[src/rtl/ksa_shuffle_fsm.sv]
// ksa_shuffle_fsm: ARC4 key-scheduling shuffle; swaps s[i] and s[j] over a 256x8 single-port RAM.
module ksa_shuffle_fsm #(
  parameter int KEY_LENGTH = 3
) (
  input  logic                    clk,
  input  logic                    reset,
  input  logic                    start,
  input  logic [8*KEY_LENGTH-1:0] secret_key,
  input  logic [7:0]              q,
  output logic [7:0]              address,
  output logic [7:0]              write_data,
  output logic                    write_enable,
  output logic                    finish
);
  localparam int KW = KEY_LENGTH > 1 ? $clog2(KEY_LENGTH) : 1;
  typedef enum logic [3:0] {
    IDLE, RD_SI, WAIT_SI, CAP_SI, RD_SJ, WAIT_SJ, CAP_SJ, WR_SI, WR_SJ, NEXT, DONE
  } state_t;
  state_t state, state_n;
  logic [7:0] i, j, si, sj, key_byte;
  logic [KW-1:0] kidx;
  assign key_byte = secret_key[8*(KEY_LENGTH-int'(kidx))-1 -: 8];
  always_ff @(posedge clk or posedge reset)
    if (reset) state <= IDLE;
    else state <= state_n;
  always_comb begin
    state_n = state;
    case (state)
      IDLE:    state_n = start ? RD_SI : IDLE;
      RD_SI:   state_n = WAIT_SI;
      WAIT_SI: state_n = CAP_SI;
      CAP_SI:  state_n = RD_SJ;
      RD_SJ:   state_n = WAIT_SJ;
      WAIT_SJ: state_n = CAP_SJ;
      CAP_SJ:  state_n = WR_SI;
      WR_SI:   state_n = WR_SJ;
      WR_SJ:   state_n = NEXT;
      NEXT:    state_n = i == 8'hff ? DONE : RD_SI;
      default: state_n = IDLE;
    endcase
  end
  // Address and write port are decoded from state so reset clears them in the same cycle.
  always_comb begin
    address      = state inside {RD_SI, WAIT_SI, WR_SI} ? i :
                   state inside {RD_SJ, WAIT_SJ, WR_SJ} ? j : 8'd0;
    write_data   = state == WR_SI ? sj : state == WR_SJ ? si : 8'd0;
    write_enable = state inside {WR_SI, WR_SJ};
    finish       = state == DONE;
  end
  always_ff @(posedge clk or posedge reset)
    if (reset) begin
      i    <= 8'd0;
      j    <= 8'd0;
      si   <= 8'd0;
      sj   <= 8'd0;
      kidx <= '0;
    end else begin
      if (state == IDLE && start) begin
        i    <= 8'd0;
        j    <= 8'd0;
        kidx <= '0;
      end
      if (state == CAP_SI) begin
        si <= q;
        j  <= j + q + key_byte;
      end
      if (state == CAP_SJ) sj <= q;
      if (state == NEXT && i != 8'hff) begin
        i    <= i + 8'd1;
        kidx <= kidx == KW'(KEY_LENGTH-1) ? '0 : kidx + 1'b1;
      end
    end
endmodule

[config.mk]
export PLATFORM = sky130hd
export DESIGN_NAME = ksa_shuffle_fsm
export DESIGN_NICKNAME = d
export VERILOG_FILES = /design/src/rtl/ksa_shuffle_fsm.sv
export SDC_FILE = /design/constraint.sdc
export NUM_CORES = 1
export LEC_CHECK = 0
export ABC_CLOCK_PERIOD_IN_PS = 3000
export CORE_ASPECT_RATIO = 1.2
export CORE_MARGIN = 2
export CORE_UTILIZATION = 57
export DETAILED_ROUTE_END_ITERATION = 16
export DONT_BUFFER_PORTS = 1
export GPL_ROUTABILITY_DRIVEN = 0
export PLACE_DENSITY_LB_ADDON = 0.3
export SYNTH_ARGS = -nofsm -noshare
export SYNTH_HDL_FRONTEND = slang
export SYNTH_SLANG_ARGS = --single-unit
[constraint.sdc]
create_clock -name clk -period 3 [get_ports clk]
set_input_delay 0.3 -clock clk [delete_from_list [all_inputs] [get_ports clk]]
set_output_delay 0.3 -clock clk [all_outputs]
set_load 0.005 [all_outputs]
After elaboration in Yosys (flattened, before gate mapping)
Index checks and enable logic that the tools add are counted.
- register bits: 38
- logic and storage cells: 47
- output and inout port bits: 18
- shift operators: 1
- equality and inequality tests: 13
- reduce and logical (&&, ||, !) cells: 8
- add/subtract/negate cells: 6
- multiplexer cells: 13
- operators by type and width (operator ; number):
    $mux 8 ; 7
    $pmux 4 s10 ; 1
    $shiftx 31x7->8 ; 1
    $add 8x8->8 ; 2
    $eq 4x3->1 const B ; 4
    $eq 4x4->1 const B ; 3
    $add 8x1->8 const B ; 1
    $eq 4x2->1 const B ; 2
    $eq 8x8->1 const B ; 1
    $ne 8x8->1 const B ; 1
    $sub 6x2->7 const B ; 1
    $mux 2 ; 3
    $reduce_bool 2->1 ; 3
    $reduce_bool 3->1 ; 2
    $eq 4x1->1 const B ; 1
    $logic_not 4->1 ; 1
    $mux 4 ; 1
    $sub 2x2->3 const A ; 1
    $add 2x1->2 const B ; 1
    $eq 2x2->1 const B ; 1
    $logic_and 1x1->1 ; 2
    $mux 1 ; 1

Longest topological paths before layout
Gate-level depths: netlist (run 1).
- depth after elaboration: 5
- depth in mapped cells: 14

Worst setup path after synthesis (run 1)
OpenSTA, ideal clock, no wires.
- path kind: reg2reg
- start point: register kidx[1]
- end point: register j[7]
- path buffers: 1
- stages on the path, launching flop included: 14
- data arrival time: 2809 ps
- setup slack: 63 ps
- path through: dfrtp_1 buf_1 mux2i_1 o21ai_0 fa_1 ha_1 inv_1 fa_1 nor2b_1 o2111ai_1 nand4b_1 xnor2_1 a21oi_1 o22ai_1
- cells in the longest elaborated chain, start to end: 5
- RTL lines (element ; RTL line ; source):
    start, declared ; 21 ; logic [KW-1:0] kidx;
    start signal, assigned ; 70 ; kidx <= kidx == KW'(KEY_LENGTH-1) ? '0 : kidx + 1'b1;
    $sub 2x2->3 ; 22 ; assign key_byte = secret_key[8*(KEY_LENGTH-int'(kidx))-1 -: 8];
    $sub 6x2->7 ; 22 ;
    $shiftx 31x7->8 ; 22 ;
    $add 8x8->8 ; 65 ; j <= j + q + key_byte;
    $mux 8 ; 63 ; if (state == CAP_SI) begin
    end signal, assigned ; 65 ;
    end, declared ; 20 ; logic [7:0] i, j, si, sj, key_byte;
No other way between the ends.
A chain may end at the register's enable or synchronous reset.

Worst setup path after layout (run 1)
Ends and elaborated chain as after synthesis.

==> flow_summary_export.csv, run 1 <==
group,metric,value,unit
floorplanning,placementRows,26,
worst_hold_path,hold_class,"in -> async",
critical_path,worst_setup_path_end_kind,"flop",
critical_path,arrival,2.96,ns
placement,place_inst,345,
synth,synth_edf_count,0,
finish,final_common_cell,"nand2_1",
floorplanning,die_w,65.48,um
finish,final_cell_mix,"72 x nand2_1, 37 x dfrtp_1, 33 x o21ai_0",
sta,setup_viol,0,
sta,fin_crit,2.779,ns
clocking,cts_buffer_depth,2,
critical_path,critical_path.max_fanout,9,
clocking,clock-sinks,38,
global_routing,globalRouteTotalUtil,25.47,%
detailed_routing,drt_pass1_iterations,4,
synth,synthesis.nets,348,
power_and_ir_drop,p_int,1.686,mW
run,maxCapViolations,0,
status,status,"completed",
critical_path,cp.required,3.18,ns
floorplanning,core,0.004294,mm^2
global_routing,grt_antenna_before_repair,0,
sta,worst_slack,0.2208,ns
clocking,cts_tree,"done",
critical_path,startpoint_type,"flop",
critical_path,reg2reg_slack,0.22,ns
finish,n_fill_cell,372,
detailed_routing,drt-wirelength-per-cell,16.73,um
floorplanning,ios,53,
clocking,cts_buffers,5,
power_and_ir_drop,leakagePower,1.178,nW
placement,place_area,0.002628,mm^2
power_and_ir_drop,pwr-share-seq,35.0,%
global_routing,grt-ovfl-total,0,
clocking,htree_levels,2,
power_and_ir_drop,power_per_cell_area,1098,mW/mm^2
clocking,clk_pin_slew,0.08,ns
synth,yosysSeqAreaShare,36.79,%
global_routing,grt_pass1_vias,2094,
synth,ys_warn_count,0,
synth,synth_area_per_cell,8.674,um^2
placement,dp_slack,0.08604,ns
sta,finClkSkew,0.004408,ns
finish,area_growth,6.486,%
sta,maxSlewViolCount,0,
power_and_ir_drop,power.share.switching,44.22,%
finish,layout.nets,347,
synth,syn_inst,298,
sta,period_share,92.64,%
floorplanning,fp.dieH,77.77,um
sta,hold_viol_final,0,
clocking,cts_hold_buf,0,
synth,synth_flop_cell,"dfrtp_1",
sta,max_freq,359.8,MHz
critical_path,path_class,"reg -> reg",
detailed_routing,dr_total_vias,2069,
clocking,clk_latency,0.29,ns
finish,drive_gt1_share,11.07,%
placement,io_buffers,0,
detailed_routing,viasPerCell,5.845,
critical_path,r2r-start,"kidx[1]",
synth,synth_cell_types,45,
detailed_routing,ant_nets,0,
finish,design_area,0.002753,mm^2
power_and_ir_drop,pwr-share-comb,50.6,%
floorplanning,start_util,60.20,%
finish,n_antenna_cell,0,
placement,dpl.hpwl,4404,um
sta,slew_headroom,53.93,%
synth,synthesis.area,0.002585,mm^2
finish,stdcell_count,354,
synth,async_reset_ff_share,100.0,%
clocking,root_buffer,"clkbuf_8",
synth,ys_seq_elements,38,
sta,rsz0062_at_grt,"no",
global_routing,grt_first_pass_wirelength,9956,um
sta,finalSetupTns,0,ns
floorplanning,dieArea,0.005092,mm^2
detailed_routing,drt_iter0_drc,228,
detailed_routing,wl,5922,um
power_and_ir_drop,p_sw,1.336,mW
sta,worstMarginPinSlew,0.6886,ns
power_and_ir_drop,ir_drop,621.8,uV
critical_path,reg2regPathDepth,12,
global_routing,grt_max_degree,39,
critical_path,worstReg2RegEnd,"j[7]",
detailed_routing,drc_errors,0,
power_and_ir_drop,clkPwrFrac,14.4,%
==> repair_timing <==
item                       CTS  global route
gates resized for setup      0             2
setup buffers                0             1
setup endpoints to repair    0             2
==> worst max-delay path by stage <==
| stage | startpoint | end | slack [ns] | cells after the start |
|---|---|---|---|---|
| 3_3_place_gp | kidx[1] | j[7] | 0.17 | 13 |
| 3_5_place_dp | kidx[1] | j[7] | 0.09 | 13 |
| 2_1_floorplan | kidx[1] | j[7] | 0.06 | 13 |
| 6_report | kidx[1] | j[7] | 0.22 | 12 |
| 4_1_cts | kidx[1] | j[7] | 0.07 | 13 |
| 5_1_grt | kidx[1] | j[7] | 0.03 | 12 |
==> cells by family after synthesis <==
kind of cell	after synthesis	share of synthesized area [%]
xor gates and xnor gates	11	3.727
muxes	16	6.583
AOI/OAI and AO/OA	76	18.59
and+or+nand+nor	114	19.85
adders and majority gates	15	9.583
DFF	38	36.79
buffers and inverters	28	4.889
==> metrics by stage <==
step | hold WS [ns] | total power, mW | utilization, %
global route | 0.05081 | 3.306 | 64.10
detailed placement | 0.3401 | 2.588 | 61.19
finish | 0.01980 | 3.022 | 64.10
global placement | 0.3377 | 2.511 | 61.19
CTS | 0.02690 | 3.021 | 63.84
floorplan | 0.4054 | 2.241 | -
==> routing by layer <==
| metal | vias to the layer above | track usage, % | part of all wire (%) |
|---|---|---|---|
| met3 | 8 | 5.072 | 4.2 |
| met5 | - | 0 | 0 |
| met1 | 995 | 32.47 | 42 |
| met4 | 0 | 8.125 | 2.0 |
| met2 | 54 | 43.16 | 52 |
| li1 | 1012 | - | - |
==> layout make-up <==
type | instances | area [um^2] | area share, %
Inverter | 13 | 48.80 | 1.773
Timing Repair Buffer | 7 | 52.55 | 1.909
Clock inverter | 3 | 45.04 | 1.636
Tap cell | 56 | 70.07 | 2.545
Clock buffer | 5 | 68.82 | 2.500
Multi-Input combinational cell | 232 | 1515 | 55.05
Sequential cell | 38 | 952.2 | 34.59
==> flip-flops by register name, indices dropped and copies added (netlist names) <==
register / count
state: 4
j: 8
kidx: 2
i: 8
si: 8
sj: 8
==> power by group through the flow <==
stage               clock (mW)  sequential (mW)  combinational [mW]
floorplan                    0            0.890                1.35
CTS                      0.440             1.05                1.53
global route             0.459             1.10                1.74
global placement             0             1.06                1.46
finish                   0.435             1.06                1.53
detailed placement           0             1.07                1.52
==> cells in the mapped netlist (all sizes together), types with 2 or more instances <==
master | n | area share, %
a21oi | 6 | 1.2
a22o | 11 | 3.7
a22oi | 4 | 1.2
a31oi | 2 | 0.48
and2 | 2 | 0.58
and3 | 2 | 0.48
buf | 9 | 2.1
clkbuf | 6 | 0.87
dfrtp | 38 | 37
fa | 8 | 6.2
ha | 7 | 3.4
inv | 13 | 1.9
mux2 | 8 | 3.5
mux2i | 8 | 3.1
nand2 | 72 | 10
nand2b | 4 | 1.3
nand3 | 5 | 0.97
nor2 | 16 | 2.4
nor2b | 2 | 0.48
nor3 | 4 | 0.77
o21ai | 40 | 7.7
o21bai | 2 | 0.58
o22ai | 3 | 0.73
o31ai | 2 | 1.1
or2 | 2 | 0.48
xnor2 | 7 | 2.4
xor2 | 4 | 1.4
==> worst max-delay path: stages, from the launching register on <==
cell and delay, ns:
dfrtp_2 0.48, mux2i_1 0.20, o21ai_0 0.12, fa_1 0.50
ha_1 0.17, inv_1 0.06, fa_1 0.39, nor2b_1 0.15
o2111ai_1 0.12, nand4b_1 0.13, xnor2_1 0.10, a21oi_1 0.15
o22ai_1 0.09
Note: power is estimated with default switching activity, not from simulation.
==> run 2, diff against run 1 <==
--- a/config.mk
+++ b/config.mk
@@ -8,7 +8,7 @@
 export ABC_CLOCK_PERIOD_IN_PS = 3000
 export CORE_ASPECT_RATIO = 1.2
 export CORE_MARGIN = 2
-export CORE_UTILIZATION = 57
+export CORE_UTILIZATION = 45
 export DETAILED_ROUTE_END_ITERATION = 16
 export DONT_BUFFER_PORTS = 1
 export GPL_ROUTABILITY_DRIVEN = 0
==> constraint.sdc (replaced) <==
create_clock -name clk -period 3 [get_ports clk]
set_input_delay 0.3 -clock clk [delete_from_list [all_inputs] [get_ports clk]]
set_output_delay 0.3 -clock clk [all_outputs]
set_load 0.05 [all_outputs]
==> flow_summary_export.csv, run 2 (synthesis gave the netlist of run 1 again) <==
group,metric,value,unit
placement,dpl.hpwl,4778,um
finish,multi_input_area,0.001523,mm^2
finish,final_cell_mix,"72 x nand2_1, 37 x dfrtp_1, 26 x o21ai_0",
critical_path,crit_top_cell,"fa_1",
critical_path,crit_chain,"mux2i_1 -> o21ai_0 -> fa_1 -> ha_1 -> inv_1 -> fa_1 -> nor2b_1 -> o2111ai_1 -> nand4b_1 -> xnor2_1 -> a21oi_1 -> o22ai_1",
clocking,htree_levels,2,
global_routing,grt_first_pass_wirelength,10610,um
critical_path,critical_path.max_fanout,7,
clocking,root_buffer,"clkbuf_8",
floorplanning,start_util,46.22,%
sta,worstMarginPinSlew,0.6515,ns
sta,slew_headroom,56.41,%
detailed_routing,drt_pass1_iterations,4,
global_routing,grt_pass1_vias,2212,
finish,layout.nets,359,
finish,fin_util,51.66,%
floorplanning,die_w,73.19,um
sta,hold_viol_final,0,
finish,drive_gt1_share,14.84,%
clocking,cts_tree,"done",
placement,place_inst,366,
critical_path,reg2regPathDepth,12,
finish,n_fill_cell,516,
clocking,cts_buffers,5,
critical_path,startpoint_type,"flop",
sta,finalSetupTns,0,ns
clocking,clk_latency,0.30,ns
sta,period_share,91.12,%
finish,n_antenna_cell,0,
finish,register_area,952.2,um^2
global_routing,grt-ovfl-total,0,
detailed_routing,dr_total_vias,2156,
finish,area_growth,11.76,%
floorplanning,dieArea,0.006369,mm^2
floorplanning,core,0.005593,mm^2
clocking,clock-sinks,38,
global_routing,globalRouteTotalUtil,21.62,%
sta,finClkSkew,0.009059,ns
power_and_ir_drop,power_per_cell_area,1218,mW/mm^2
floorplanning,fp.dieH,87.03,um
finish,final_common_cell,"nand2_1",
global_routing,grt_antenna_before_repair,0,
critical_path,reg2reg_slack,0.27,ns
sta,rsz0062_at_grt,"no",
detailed_routing,ant_nets,0,
floorplanning,placementRows,30,
critical_path,critPathBufInv,1,
power_and_ir_drop,ir_drop,566.3,uV
sta,max_freq,365.8,MHz
detailed_routing,drc_errors,0,
run,maxCapViolations,0,
detailed_routing,viasPerCell,5.765,
sta,setup_viol,0,
critical_path,worstReg2RegEnd,"j[7]",
worst_hold_path,hold_class,"in -> async",
critical_path,path_class,"reg -> reg",
clocking,cts_buffer_depth,2,
power_and_ir_drop,leakagePower,1.268,nW
status,status,"completed",
critical_path,path_delay_family,"adder cells",
sta,fin_crit,2.734,ns
critical_path,slowest_stage,"fa_1",
critical_path,critical-path-max-stage-delay,0.50,ns
clocking,clk_pin_slew,0.08,ns
sta,maxSlewViolCount,0,
detailed_routing,wl,6466,um
critical_path,cp.required,3.18,ns
critical_path,arrival,2.91,ns
placement,io_buffers,0,
critical_path,worst_setup_path_end_kind,"flop",
detailed_routing,drt-wirelength-per-cell,17.29,um
detailed_routing,drt_iter0_drc,208,
critical_path,worst-path-stages,12,
global_routing,grt_max_degree,39,
finish,stdcell_count,374,
critical_path,r2r-start,"kidx[1]",
floorplanning,ios,53,
clocking,cts_hold_buf,0,
sta,whs,0.001785,ns
run 2: what timing repair did:
item	CTS	global route
gates resized for setup	0	2
setup buffers	0	0
setup endpoints to repair	0	2
run 2: power breakdown:
part | total [mW] | internal [mW] | switching (mW) | leakage [nW]
registers | 0.965 | 0.741 | 0.224 | 0.481
clock network | 0.550 | 0.355 | 0.195 | 0.0714
logic | 2.00 | 0.784 | 1.22 | 0.715
run 2: worst max path at each step:
stage	startpoint	to	slack, ns
global route	kidx[1]	j[7]	0.07
detailed placement	kidx[1]	j[7]	0.23
global placement	kidx[1]	j[7]	0.28
CTS	kidx[1]	j[6]	0.20
finish	kidx[1]	j[7]	0.27
floorplan	kidx[1]	j[7]	0.06
run 2: stage by stage:
step                      total power, mW  instance area, um^2  worst slack, ns
after detailed placement            2.952                 2743           0.2270
after global placement              2.894                 2743           0.2780
after global routing                3.808                 2889          0.07205
after floorplan                     2.498                 2585          0.06307
final                               3.519                 2889           0.2664
after CTS                           3.520                 2885           0.1967
run 2: final cells by class:
class                   count  share of cell area [%]
well taps                  64                   2.772
inverters                  13                   1.689
repair buffers             19                   4.937
multi-input cells         232                   52.71
clock inverters             2                   2.079
flip-flops and latches     38                   32.96
clock buffers               6                   2.858
run 2: per-layer routing:
layer,up-vias,GRT usage [%],wire length [um]
li1,1045,-,-
met1,1040,26.24,2715
met2,63,38.08,3394
met3,8,4.514,278
met4,0,6.397,78
met5,-,0,0
==> run 3, diff against run 2 <==
--- a/config.mk
+++ b/config.mk
@@ -13,6 +13,7 @@
 export DONT_BUFFER_PORTS = 1
 export GPL_ROUTABILITY_DRIVEN = 0
 export PLACE_DENSITY_LB_ADDON = 0.3
+export RECOVER_POWER = 100
 export SYNTH_ARGS = -nofsm -noshare
 export SYNTH_HDL_FRONTEND = slang
 export SYNTH_SLANG_ARGS = --single-unit
==> flow_summary_export.csv, run 3 (synthesis gave the netlist of run 1 again) <==
group,metric,value,unit
clocking,postCtsSetupBuffers,0,
status,violations,"capacitance limit, slew limit",
floorplanning,placementRows,30,
run,maxCapViolations,1,
detailed_routing,drt_pass1_iterations,4,
sta,period_share,91.98,%
critical_path,path_class,"reg -> reg",
clocking,clk_latency,0.29,ns
floorplanning,dieArea,0.006369,mm^2
critical_path,arrival,2.94,ns
global_routing,globalRouteTotalUtil,21.62,%
finish,drive_gt1_share,11.94,%
clocking,htree_levels,2,
floorplanning,ios,53,
power_and_ir_drop,ir_drop,564.8,uV
global_routing,grt-ovfl-total,0,
power_and_ir_drop,pwr-share-seq,27.9,%
sta,rsz0062_at_grt,"no",
finish,n_antenna_cell,0,
detailed_routing,dr_total_vias,2135,
status,status,"finished, violations left",
critical_path,startpoint_type,"flop",
global_routing,grt_antenna_before_repair,0,
power_and_ir_drop,pwr-share-comb,56.3,%
clocking,cts_buffers,5,
critical_path,critical_path.max_fanout,18,
clocking,clock-sinks,38,
sta,maxSlewViolCount,39,
sta,max_freq,362.4,MHz
sta,setup_viol,0,
finish,final_common_cell,"nand2_1",
detailed_routing,wl,6452,um
placement,dpl.hpwl,4778,um
detailed_routing,drc_errors,0,
power_and_ir_drop,p_int,1.834,mW
global_routing,grtUsageMet1,26.24,%
detailed_routing,ant_nets,0,
sta,finalSetupTns,0,ns
global_routing,grt_pass1_vias,2212,
sta,fin_crit,2.759,ns
global_routing,use_met2,38.08,%
floorplanning,fp.dieH,87.03,um
floorplanning,start_util,46.22,%
sta,finClkSkew,0.007947,ns
clocking,clk_pin_slew,0.08,ns
global_routing,grt_util_met3,4.514,%
global_routing,busiest_layer,"met2",
critical_path,cp.required,3.18,ns
global_routing,grt_first_pass_wirelength,10610,um
clocking,root_buffer,"clkbuf_8",
detailed_routing,drt_iter0_drc,215,
power_and_ir_drop,power_per_cell_area,1222,mW/mm^2
sta,hold_viol_final,0,
clocking,cts_hold_buf,0,
clocking,cts_buffer_depth,2,
floorplanning,core,0.005593,mm^2
power_and_ir_drop,p_sw,1.625,mW
detailed_routing,drt-wirelength-per-cell,17.25,um
power_and_ir_drop,leakagePower,1.228,nW
placement,io_buffers,0,
floorplanning,die_w,73.19,um
worst_hold_path,hold_class,"in -> reg",
sta,slew_headroom,-34.42,%
clocking,cts_tree,"done",
power_and_ir_drop,clkPwrFrac,15.9,%
power_and_ir_drop,power.share.switching,46.97,%
critical_path,worst_setup_path_end_kind,"flop",
finish,final_cell_mix,"72 x nand2_1, 37 x dfrtp_1, 29 x o21ai_0",
finish,layout.nets,359,
global_routing,grt_max_degree,39,
finish,area_growth,9.487,%
detailed_routing,viasPerCell,5.709,
sta,worstMarginPinSlew,2.016,ns
power_and_ir_drop,finalPower,3.459,mW
finish,n_fill_cell,523,
## run 3: power by group through the flow
stage,combinational [mW],sequential [mW],clock [mW]
6_report,1.95,0.964,0.549
5_1_grt,2.17,0.999,0.574
4_1_cts,2.00,0.959,0.557
3_5_place_dp,1.98,0.967,0
3_3_place_gp,1.93,0.962,0
2_1_floorplan,1.61,0.890,0
## run 3: worst max-delay path, cell delays in order, from the launching register on
cell	delay (ns)
dfrtp_1	0.38
clkbuf_1	0.36
nand2b_1	0.36
nor3b_1	0.63
o31ai_2	0.34
nand2_1	0.20
a21boi_0	0.09
or2_2	0.29
## run 3: final cells by class
class	count	area [um^2]	share of cell area (%)
flip-flops and latches	38	952.2	33.64
inverters	13	48.80	1.724
well taps	64	80.08	2.829
repair buffers	19	113.9	4.023
multi-input cells	232	1493	52.74
clock buffers	6	82.58	2.918
clock inverters	2	60.06	2.122
## run 3: per-layer routing
metal	share of wire (%)	vias up
met3	3.9	4
met2	53	48
met5	0	-
met4	0.65	0
li1	-	1043
met1	42	1040
## run 3: path summary, 6_finish.rpt
kind / startpoint / end / slack (ns) / depth (start not counted)
max: state[2] / i[4] / 0.24 / 7
min: q[7] / si[7] / 0.11 / 2
max reg2reg: state[2] / i[4] / 0.24 / 7
min reg2reg: si[4] / si[4] / 0.48 / 2
max in group asynchronous: reset / kidx[1] / 1.07 / 2
min in group asynchronous: reset / state[2] / 0.62 / 2
## run 3: stage by stage
step / area (um^2) / hold slack [ns] / instances / utilization, % / setup slack (ns)
finish: 2830 / 0.1106 / 374 / 50.60 / 0.2407
global route: 2830 / 0.09801 / 374 / 50.60 / 0.04550
CTS: 2885 / 0.02262 / 374 / 51.59 / 0.1967
detailed placement: 2743 / 0.3406 / 366 / 49.04 / 0.2270
global placement: 2743 / 0.3384 / 366 / 49.04 / 0.2780
floorplan: 2585 / 0.4054 / 298 / - / 0.06307
## run 3: what timing repair did
item                       4_1_cts  5_1_grt
hold endpoints to repair         0        0
gates resized for setup          0        2
setup endpoints to repair        0        2
